`src/rtl/tl_ul_arbiter.sv`:
```
// tl_ul_arbiter: two-master to one-slave TileLink-UL arbiter, one transaction in flight at a time.
//
// Optional feature macro: TL_ARB_TIMEOUT_EN. When it is defined, a WAIT_D watchdog answers the granted
// master with a synthetic AccessAck/AccessAckData after TIMEOUT_CYCLES silent cycles.
//
// Ports:
//   clk, rst_n        clock (rising edge) and asynchronous active-low reset
//   m0_a_*, m1_a_*    requester A channels (valid/opcode/size/source/address/mask/data in, ready out)
//   m0_d_*, m1_d_*    requester D channels (valid/opcode/source/data out, ready in)
//   s_a_*             slave A channel (s_a_ready in, everything else out)
//   s_d_*             slave D channel (s_d_ready out, everything else in)
//   busy              high whenever the arbiter is not IDLE
//   grant_id          granted (or last granted) master index
//   timeout_err       one-cycle pulse when the watchdog expires (always 0 without TL_ARB_TIMEOUT_EN)
module tl_ul_arbiter #(
    parameter int PRIORITY_MODE  = 0,
    parameter int TIMEOUT_CYCLES = 256,
    parameter int TL_SIZE_BITS   = 3,
    parameter int TL_SOURCE_BITS = 8,
    parameter int TL_ADDR_BITS   = 32,
    parameter int TL_DATA_BYTES  = 4
) (
    input  logic                         clk,
    input  logic                         rst_n,
    input  logic                         m0_a_valid,
    output logic                         m0_a_ready,
    input  logic [2:0]                   m0_a_opcode,
    input  logic [TL_SIZE_BITS-1:0]      m0_a_size,
    input  logic [TL_SOURCE_BITS-1:0]    m0_a_source,
    input  logic [TL_ADDR_BITS-1:0]      m0_a_address,
    input  logic [TL_DATA_BYTES-1:0]     m0_a_mask,
    input  logic [TL_DATA_BYTES*8-1:0]   m0_a_data,
    output logic                         m0_d_valid,
    input  logic                         m0_d_ready,
    output logic [2:0]                   m0_d_opcode,
    output logic [TL_SOURCE_BITS-1:0]    m0_d_source,
    output logic [TL_DATA_BYTES*8-1:0]   m0_d_data,
    input  logic                         m1_a_valid,
    output logic                         m1_a_ready,
    input  logic [2:0]                   m1_a_opcode,
    input  logic [TL_SIZE_BITS-1:0]      m1_a_size,
    input  logic [TL_SOURCE_BITS-1:0]    m1_a_source,
    input  logic [TL_ADDR_BITS-1:0]      m1_a_address,
    input  logic [TL_DATA_BYTES-1:0]     m1_a_mask,
    input  logic [TL_DATA_BYTES*8-1:0]   m1_a_data,
    output logic                         m1_d_valid,
    input  logic                         m1_d_ready,
    output logic [2:0]                   m1_d_opcode,
    output logic [TL_SOURCE_BITS-1:0]    m1_d_source,
    output logic [TL_DATA_BYTES*8-1:0]   m1_d_data,
    output logic                         s_a_valid,
    input  logic                         s_a_ready,
    output logic [2:0]                   s_a_opcode,
    output logic [TL_SIZE_BITS-1:0]      s_a_size,
    output logic [TL_SOURCE_BITS-1:0]    s_a_source,
    output logic [TL_ADDR_BITS-1:0]      s_a_address,
    output logic [TL_DATA_BYTES-1:0]     s_a_mask,
    output logic [TL_DATA_BYTES*8-1:0]   s_a_data,
    input  logic                         s_d_valid,
    output logic                         s_d_ready,
    input  logic [2:0]                   s_d_opcode,
    input  logic [TL_SOURCE_BITS-1:0]    s_d_source,
    input  logic [TL_DATA_BYTES*8-1:0]   s_d_data,
    output logic                         busy,
    output logic                         grant_id,
    output logic                         timeout_err
);
    localparam int DW = TL_DATA_BYTES * 8;

    if (TIMEOUT_CYCLES < 2) begin : g_bad_timeout
        $error("tl_ul_arbiter: TIMEOUT_CYCLES must be at least 2");
    end

    typedef enum logic [1:0] {IDLE, A_SEND, WAIT_D} state_t;

    state_t r_state;
    logic   r_grant;
    logic   r_rr_ptr;

    logic            w_idle;
    logic            w_asend;
    logic            w_waitd;
    logic            w_win;
    logic            w_a_valid;
    logic            w_d_ready;
    logic            w_d_valid;
    logic            w_d_fire;
    logic            w_syn;
    logic [2:0]      w_d_opcode;
    logic [TL_SOURCE_BITS-1:0] w_d_source;
    logic [DW-1:0]   w_d_data;

    assign w_idle  = (r_state == IDLE);
    assign w_asend = (r_state == A_SEND);
    assign w_waitd = (r_state == WAIT_D);

    // A lone requester always wins; on a tie the fixed mode favours m0 and round-robin favours rr_ptr.
    assign w_win = (PRIORITY_MODE != 0 || !(m0_a_valid && m1_a_valid)) ? ~m0_a_valid : r_rr_ptr;

    // The A mux follows grant_id in every state; only s_a_valid is gated by the state.
    assign w_a_valid   = r_grant ? m1_a_valid   : m0_a_valid;
    assign s_a_valid   = w_asend & w_a_valid;
    assign s_a_opcode  = r_grant ? m1_a_opcode  : m0_a_opcode;
    assign s_a_size    = r_grant ? m1_a_size    : m0_a_size;
    assign s_a_source  = r_grant ? m1_a_source  : m0_a_source;
    assign s_a_address = r_grant ? m1_a_address : m0_a_address;
    assign s_a_mask    = r_grant ? m1_a_mask    : m0_a_mask;
    assign s_a_data    = r_grant ? m1_a_data    : m0_a_data;
    assign m0_a_ready  = w_asend & ~r_grant & s_a_ready;
    assign m1_a_ready  = w_asend &  r_grant & s_a_ready;

    // D routing is decided by grant_id alone; d_source is never inspected.
    assign w_d_ready  = r_grant ? m1_d_ready : m0_d_ready;
    assign w_d_valid  = w_waitd & (w_syn | s_d_valid);
    assign w_d_fire   = w_d_valid & w_d_ready;
    assign m0_d_valid = w_d_valid & ~r_grant;
    assign m1_d_valid = w_d_valid &  r_grant;
    assign m0_d_opcode = w_d_opcode;
    assign m1_d_opcode = w_d_opcode;
    assign m0_d_source = w_d_source;
    assign m1_d_source = w_d_source;
    assign m0_d_data   = w_d_data;
    assign m1_d_data   = w_d_data;

    // IDLE sinks stray slave responses, but ready is held low while reset is asserted.
    assign s_d_ready = w_idle ? rst_n : (w_waitd & ~w_syn & w_d_ready);

    assign busy     = ~w_idle;
    assign grant_id = r_grant;

    always_ff @(posedge clk or negedge rst_n) begin
        if (!rst_n) begin
            r_state  <= IDLE;
            r_grant  <= 1'b0;
            r_rr_ptr <= 1'b0;
        end else begin
            case (r_state)
                IDLE: begin
                    if (m0_a_valid || m1_a_valid) begin
                        r_grant <= w_win;
                        r_state <= A_SEND;
                    end
                end
                A_SEND: begin
                    // A granted master withdrawing its request abandons the grant without issuing a beat.
                    if (!w_a_valid)
                        r_state <= IDLE;
                    else if (s_a_ready)
                        r_state <= WAIT_D;
                end
                WAIT_D: begin
                    if (w_d_fire) begin
                        r_state <= IDLE;
                        if (PRIORITY_MODE == 0)
                            r_rr_ptr <= ~r_grant;
                    end
                end
                default: r_state <= IDLE;
            endcase
        end
    end

`ifdef TL_ARB_TIMEOUT_EN
    localparam int CW = $clog2(TIMEOUT_CYCLES) + 1;
    localparam logic [CW-1:0] TO_LIM  = CW'(TIMEOUT_CYCLES);
    localparam logic [CW-1:0] TO_LAST = CW'(TIMEOUT_CYCLES - 1);

    logic [CW-1:0]             r_cnt;
    logic                      r_to_err;
    logic                      r_get;
    logic [TL_SOURCE_BITS-1:0] r_src;

    // Once the count saturates at the limit the arbiter answers on the slave's behalf.
    assign w_syn       = w_waitd & (r_cnt == TO_LIM);
    assign w_d_opcode  = w_syn ? (r_get ? 3'd1 : 3'd0) : s_d_opcode;
    assign w_d_source  = w_syn ? r_src : s_d_source;
    assign w_d_data    = w_syn ? '0 : s_d_data;
    assign timeout_err = r_to_err;

    always_ff @(posedge clk or negedge rst_n) begin
        if (!rst_n) begin
            r_cnt    <= '0;
            r_to_err <= 1'b0;
            r_get    <= 1'b0;
            r_src    <= '0;
        end else begin
            r_to_err <= w_waitd & ~w_d_fire & (r_cnt == TO_LAST);
            if (s_a_valid && s_a_ready) begin
                r_cnt <= '0;
                r_get <= (s_a_opcode == 3'd4);
                r_src <= s_a_source;
            end else if (w_waitd && !w_d_fire && !w_syn) begin
                r_cnt <= r_cnt + 1'b1;
            end
        end
    end
`else
    assign w_syn       = 1'b0;
    assign w_d_opcode  = s_d_opcode;
    assign w_d_source  = s_d_source;
    assign w_d_data    = s_d_data;
    assign timeout_err = 1'b0;
`endif

endmodule

```
`config.mk`:
```
export PLATFORM = sky130hd
export DESIGN_NAME = tl_ul_arbiter
export DESIGN_NICKNAME = d
export VERILOG_FILES = /design/src/rtl/tl_ul_arbiter.sv
export SDC_FILE = /design/constraint.sdc
export NUM_CORES = 1
export LEC_CHECK = 0
export ABC_AREA = 1
export CAP_MARGIN = 15
export CORE_AREA = 2 2 151 153
export DETAILED_ROUTE_END_ITERATION = 8
export DIE_AREA = 0 0 153 155
export GPL_ROUTABILITY_DRIVEN = 1
export PLACE_DENSITY = 0.43
export SETUP_SLACK_MARGIN = 0.05
export SLEW_MARGIN = 0
export SYNTH_ARGS = -nofsm -noshare
export SYNTH_HDL_FRONTEND = slang
export SYNTH_SLANG_ARGS = --single-unit
```
`constraint.sdc`:
```
create_clock -name clk -period 2.55 [get_ports clk]
set_clock_uncertainty 0.15 [all_clocks]
set_input_delay 0.3825 -clock clk [delete_from_list [all_inputs] [get_ports clk]]
set_output_delay 0.3825 -clock clk [all_outputs]
set_load 0.02 [all_outputs]
```
Word level (Yosys, flattened, before mapping)
Cells that the tools add are included.
{ "classes": {"n_eq_ne": 5, "mux": 15, "n_bitwise": 13, "n_reduce_logical": 6} }
{ "op_table": {"columns": ["operator", "n"], "rows": [
  ["2-to-1 mux 32 bit", 2],
  ["bitwise AND 1 bit", 10],
  ["2-to-1 mux 2 bit", 4],
  ["2-to-1 mux 8 bit", 1],
  ["2-to-1 mux 3 bit", 2],
  ["case mux 2 bit (3 select lines)", 1],
  ["2-to-1 mux 1 bit", 4],
  ["2-to-1 mux 4 bit", 1],
  ["inequality test 2 x 1 -> 1 bit, second input constant", 2],
  ["AND reduction 2 bit", 2],
  ["inequality test 3 bit, second input constant", 1],
  ["inverter 1 bit", 3],
  ["AND reduction 3 bit", 1],
  ["equality test 2 x 1 -> 1 bit, second input constant", 1],
  ["equality test 2 bit, second input constant", 1],
  ["zero test 2 bit", 1],
  ["logical AND 1 bit", 1],
  ["logical OR 1 bit", 1]
]} }
{ "word_totals": {"register_bits": 4, "input_bits": 215, "output_inout_bits": 177, "wordCells": 42} }

Longest topological paths before layout
Gate-level depths: netlist (run 1).
{ "depth": {"ltp_word": 5, "mapped_depth": 7, "depth_no_buf": 6} }

Worst setup path after synthesis (run 1)
OpenSTA, ideal clock, no wires.
{ "synth_timing": {"path_kind": "flip-flop to output port", "from": "reg r_grant, in the netlist grant_id", "to": "out m1_a_ready", "t_arrival_ns": 1.304, "required_ns": 2.017, "path_slack_ns": 0.714, "path_stages_with_launch": 5, "n_path_buf": 2, "cell_sequence": "dfrtp_1 buf_4 inv_4 buf_6 nor3_1"} }
{ "synth_between": {"elab_chain_len": 2} }
{ "synth_rtl": {"columns": ["item", "line", "text"], "rows": [
  ["from (decl)", "77", "logic r_grant;"],
  ["from (signal assigned)", "140", "r_grant <= w_win;"],
  ["bitwise AND 1 bit (2 in series)", "110", "assign m1_a_ready = w_asend & r_grant & s_a_ready;"],
  ["to (decl)", "39", "output logic m1_a_ready,"]
]} }
Every way passes these cells.

Worst setup path after layout (run 1)
{ "layout_timing": {"from": "reg r_grant, in the netlist grant_id", "to": "out s_a_data[10]"} }
{ "layout_between": {"elab_chain_len": 1} }
{ "layout_rtl": {"columns": ["item", "line", "text"], "rows": [
  ["2-to-1 mux 32 bit", "108", "assign s_a_data = r_grant ? m1_a_data : m0_a_data;"],
  ["to (decl)", "58", "output logic [TL_DATA_BYTES*8-1:0] s_a_data,"]
]} }
Every way passes these cells.

==> metrics.txt, run 1 <==
min Tclk post-route=2.42 ns; DRC violations left=0; postcts setup bufs=0; vias in the first global route=2,752; Synth area leaders=nand2_1 (50%), buf_4 (34%), dfrtp_1 (5.0%); height of the die=155 microns; Crit Path Class=reg -> out; peak supply drop=0.396 mV; most common cell in the netlist=nand2_1; Mapped Avg Cell Area=5.03 sq um; DP HPWL=7.84 mm; wire per inst=11.0 microns; Via density=3.20; sequential share of the synthesized area=5.03%; Cells after Synth=396; register bit total from synthesis=4; Max stage delay cell, worst path=clkdlybuf4s50_1; TritonCTS clock tree=done; Reg clk slew, reported paths=0.03 ns; Final TNS setup=0 ns; Tcrit/Tclk final=94.9%; RSZ-0062 raised after global routing=false; core footprint=22,200 sq um; final net count=777; area leader, netlist=nand2_1; fmax=413 MHz; Clock Sinks=4; final hold violations=0; Die ar.=23,700 sq um; Worst EP arrival=1.89 ns; largest net degree at the start of global routing=47; number of port buffers=261; Overflow after GRT=0; Final Power=3780 uW; number of flops mapped to enable cells by yosys=0; CP peak stage delay=0.62 ns; GRT Util Overall=7.29%; first-pass GRT wire length=14.3 mm; worst path cell trace=inv_4 -> buf_12 -> nand2_1 -> nand2_1 -> clkdlybuf4s50_1; startpoint types=flip-flop; Detailed Route WL=9.27 mm; antenna cells=0; gpl congestion=0.686; CP endpoint kind=output port; Synth Cell Area=1990 sq um; top post-synthesis cells by count=nand2_1 (265), buf_4 (89), buf_2 (10); row count=55; path type of the worst min-delay path=in -> async; Synth cell types=15; Max FO, Critical Path=39; P&R area growth vs syn=118%; WP data required=2.02 ns; antenna violations before repair=0; IO Pins=392; CP dominant cell by count=nand2_1; fillers=2,531; Starting DRT DRC Count=115; H-tree depth=1; Max clock buf depth=2; total of max-cap violations=0; clock root cell=clkbuf_16; endpoints failing setup=0; ANT nets after route=0; Synth warnings=0; Starting Density=8.96%; layout cell share with drive strength beyond 1=2.32%; Final Max Tran Viols=0; Top FF cell, synth=dfrtp_1; Syn Nets=611; Power Dens Cells=871 nW/um^2; outcome=finished, final reports clean; drt pass-1 iters=4; die width=153 microns; P_leak=0.00202 uW; Yosys top cell area share=50.0%; share of flip-flops with an asynchronous set or reset=100%; clk_lat worst skew=0.23 ns; CTS Buf Count=3; via count=2,704
critical path: cells and delay by family (launching register included):
family / cells / cell delay [ns]
buffers and inverters: 3 / 0.94
DFF: 1 / 0.51
and+or+nand+nor: 2 / 0.17
cell usage in the layout, fill, tap and decap left out, drive strengths merged:
| cell type | count |
|---|---|
| conb | 1 |
| nor2 | 4 |
| inv | 8 |
| nand3 | 1 |
| clkdlybuf4s50 | 257 |
| nand2 | 265 |
| nand4 | 1 |
| buf | 7 |
| nor3 | 2 |
| dlymetal6s2s | 3 |
| o21ai | 2 |
| clkbuf | 4 |
| a21boi | 1 |
| dfrtp | 4 |
| a21oi | 1 |
flip-flops by register name (all words and copies together) (netlist names):
name / count
r_rr_ptr: 1
grant_id: 1
r_state: 2
per-layer routing:
| metal | GRT usage [%] | part of all wire, % | up-vias | wire length [microns] |
|---|---|---|---|---|
| met5 | 0 | 0 | - | 0 |
| met4 | 2.38 | 2.8 | 0 | 259 |
| met3 | 2.90 | 11 | 28 | 1050 |
| met2 | 12.9 | 48 | 181 | 4460 |
| met1 | 7.97 | 38 | 1084 | 3510 |
| li1 | - | - | 1411 | - |
logic make-up after synthesis:
family / after synthesis / share of synthesized area, %
DFF: 4 / 5.03
AOI/OAI and AO/OA: 4 / 1.32
buffers and inverters: 114 / 41.7
and+or+nand+nor: 273 / 51.8
other: 1 / 0.188
area by class of cell:
cell class | instances | area (sq um) | area share (%)
Clock buffer | 4 | 78.8 | 1.81
Inverter | 8 | 32.5 | 0.749
Multi-Input combinational cell | 278 | 1060 | 24.4
Sequential cell | 4 | 104 | 2.39
Tap cell | 285 | 357 | 8.21
Timing Repair Buffer | 267 | 2710 | 62.4
power breakdown:
group / leakage [uW] / switching, uW / internal, uW / total (uW)
Sequential: 0.0000489 / 35.6 / 101 / 137
Combinational: 0.00193 / 1830 / 1560 / 3390
Clock: 0.0000382 / 49.8 / 207 / 257
Total: 0.00202 / 1920 / 1860 / 3780
final timing paths:
path,slack (ns),from,endpoint,depth (start not counted)
max,0.13,grant_id$_DFFE_PN0P_,s_a_data[10],5
min,0.31,rst_n,r_rr_ptr$_DFFE_PN0P_,2
max reg2reg,1.08,grant_id$_DFFE_PN0P_,r_state[0]$_DFFE_PN0P_,6
min reg2reg,0.32,r_rr_ptr$_DFFE_PN0P_,r_rr_ptr$_DFFE_PN0P_,2
max in group asynchronous,1.83,rst_n,grant_id$_DFFE_PN0P_,2
min in group clk,0.32,r_rr_ptr$_DFFE_PN0P_,r_rr_ptr$_DFFE_PN0P_,2
repair_timing:
action,CTS,global route
hold endpoints to repair,0,0
endpoints found under the setup margin,0,3
hold buffers,0,0
gates resized for setup,0,3
metrics by stage:
step	hold slack, ns	instances	util (%)	setup slack [ns]	area [sq um]
final	0.306	846	19.5	0.130	4350
after global routing	0.310	846	19.5	0.0576	4350
after CTS	0.304	846	19.5	0.0648	4340
after detailed placement	0.310	842	19.2	0.0723	4260
after global placement	0.310	842	19.2	0.0987	4260
after floorplan	-0.0631	396	-	0.714	1990
Power figures use the tool's default switching activity.
==> run 2, diff against run 1 <==
CELL_PAD_IN_SITES_DETAIL_PLACEMENT = 1   (was unset)
CELL_PAD_IN_SITES_GLOBAL_PLACEMENT = 1   (was unset)
CORE_AREA = 2 2 150 152   (was 2 2 151 153)
DIE_AREA = 0 0 152 154   (was 0 0 153 155)
PLACE_DENSITY = 0.76   (was 0.43)
TNS_END_PERCENT = 10   (was unset)
==> run 2 against run 1 <==
  * Non-clock buffer count unchanged
  * Sequential cell count did not move
  * Critical endpoint is now s_a_data[5]
  * Core utilization grew 0.86 points
  * Routed wire length up 23%
  * Global-route usage rose by 1.5 points
  * Critical path type unchanged
  * Cell area up 1.8%
  * Final cell count decreased by 0.59%
  * Setup slack worse by 0.0054 ns
  * Sequential power grew 9%
  * Via count grew 7.4%
==> metrics.txt, run 2 (synthesized netlist as in run 1, its figures left out) <==
TritonCTS clock tree=done; CP dominant cell by count=nand2_1; CP endpoint kind=output port; GRT Util Overall=8.81%; gpl congestion=0.744; Detailed Route WL=11.4 mm; path type of the worst min-delay path=in -> async; DRC violations left=0; via count=2,905; CTS Buf Count=3; R2R setup slack=1.04 ns; vias in the first global route=3,112; placed cells=836; total of max-cap violations=0; multi-input logic area=1060 sq um; Worst EP arrival=1.89 ns; RSZ-0062 raised after global routing=true; peak supply drop=0.309 mV; FF-to-FF End=r_state[0]$_DFFE_PN0P_; Post-CTS Hold Buffers=0; DP HPWL=9.48 mm; CP peak stage delay=0.60 ns; Max FO, Critical Path=39; Starting Density=9.18%; largest net degree at the start of global routing=89; P_int=1830 uW; endpoints failing setup=0; postcts setup bufs=0; first-pass GRT wire length=16.6 mm; startpoint types=flip-flop; P_leak=0.00233 uW; P&R area growth vs syn=122%; Crit Path Class=reg -> out; Util after Layout=20.4%; Max stage delay cell, worst path=clkdlybuf4s50_1; IO Pins=392; Clock Sinks=4; outcome=finished, final reports clean; Via density=3.45; Reg clk slew, reported paths=0.03 ns; leading cell types in the layout, fill and taps excluded=nand2_1 (265), clkdlybuf4s50_1 (225), dlymetal6s2s_1 (33), inv_1 (7); Critical Path Start=grant_id$_DFFE_PN0P_; Starting DRT DRC Count=89; placed cell area=4230 sq um; Psw=2000 uW; switch share=52.2%; Max clock buf depth=2; finished layout cell area=4430 sq um; register area=104 sq um; clock share of power=6.6%; layout cell share with drive strength beyond 1=2.50%; Final Non-Filler Cells=841; final hold violations=0; RR Startpoint=grant_id$_DFFE_PN0P_; Die ar.=23,400 sq um; Power Dens Cells=866 nW/um^2; min Tclk post-route=2.43 ns; Overflow after GRT=0; Sequential Power Share=3.9%; die width=152 microns; number of flip-flops in the largest register=2; clock root cell=clkbuf_16; Largest Register=r_state; cells on worst reg2reg path=6; height of the die=154 microns; wire per inst=13.6 microns; Tcrit/Tclk final=95.1%; WP data required=2.02 ns; H-tree depth=1; clk_lat worst skew=0.23 ns; number of port buffers=261; antenna cells=0; final net count=777; part of the total power dissipated in combinational logic=89.5%; worst path cell trace=inv_6 -> buf_12 -> nand2_1 -> nand2_1 -> clkdlybuf4s50_1; fillers=2,673; antenna violations before repair=0; Final TNS setup=0 ns; fmax=412 MHz; commonest non-fill, non-tap cell in the layout=nand2_1; Final Max Tran Viols=0; ANT nets after route=0; drt pass-1 iters=3; core footprint=21,700 sq um; row count=54
-- run 2: cell count changes in the layout (fill, tap and decap cells not counted) --
cell / change
dlymetal6s2s_1: +30
clkbuf_16: +1
buf_4: +1
dlygate4sd2_1: +1
buf_16: +1
clkdlybuf4s50_1: -32
inv_6: +1
inv_4: -1
buf_12: -2
-- run 2: worst max path at each step --
stage | to | depth (start not counted) | slack (ns)
final | s_a_data[5] | 5 | 0.12
after global routing | s_d_ready | 6 | 0.04
after CTS | s_d_ready | 6 | 0.05
after detailed placement | m0_d_valid | 6 | 0.21
after global placement | m0_d_valid | 6 | 0.23
after floorplan | m1_a_ready | 4 | 0.71
-- run 2: critical path, delay by kind of cell, from the launching register on --
kind          cells  cell delay (ns)
buf+inv           3             0.94
flops             1             0.53
simple gates      2             0.16
-- run 2: stage by stage --
step / hold WS [ns] / total power, uW / worst slack (ns)
after floorplan: -0.0631 / 2130 / 0.714
after global placement: 0.344 / 3550 / 0.233
after detailed placement: 0.341 / 3600 / 0.209
after CTS: 0.309 / 3860 / 0.0476
after global routing: 0.320 / 4140 / 0.0405
final: 0.305 / 3830 / 0.124
-- run 2: layout make-up --
cell class / count / share of cell area (%)
timing repair buffer: 267 / 63.2
multi-input combinational: 278 / 24.0
tap: 280 / 7.92
sequential: 4 / 2.35
clock buffer: 4 / 1.78
inverter: 8 / 0.792
-- run 2: power groups by stage --
stage / Combinational [uW] / Clock, uW / Sequential (uW)
2_1_floorplan: 2000 / 0 / 123
3_3_place_gp: 3420 / 0 / 132
3_5_place_dp: 3460 / 0 / 134
4_1_cts: 3470 / 256 / 134
5_1_grt: 3730 / 259 / 155
6_report: 3430 / 252 / 149
-- run 2: what timing repair did --
| action | CTS | global route |
|---|---|---|
| resized for setup | 1 | 35 |
| setup endpoints to repair | 2 | 15 |
| cloned | 0 | 1 |
-- run 2: per-layer routing --
layer  vias up  wire (microns)  share of wire [%]  GRT usage [%]
met2       264            5840                 51           17.0
met3         4            1530                 13           4.99
met4         0              43               0.38           1.07
met1      1226            4010                 35           8.29
li1       1411               -                  -              -
met5         -               0                  0              0
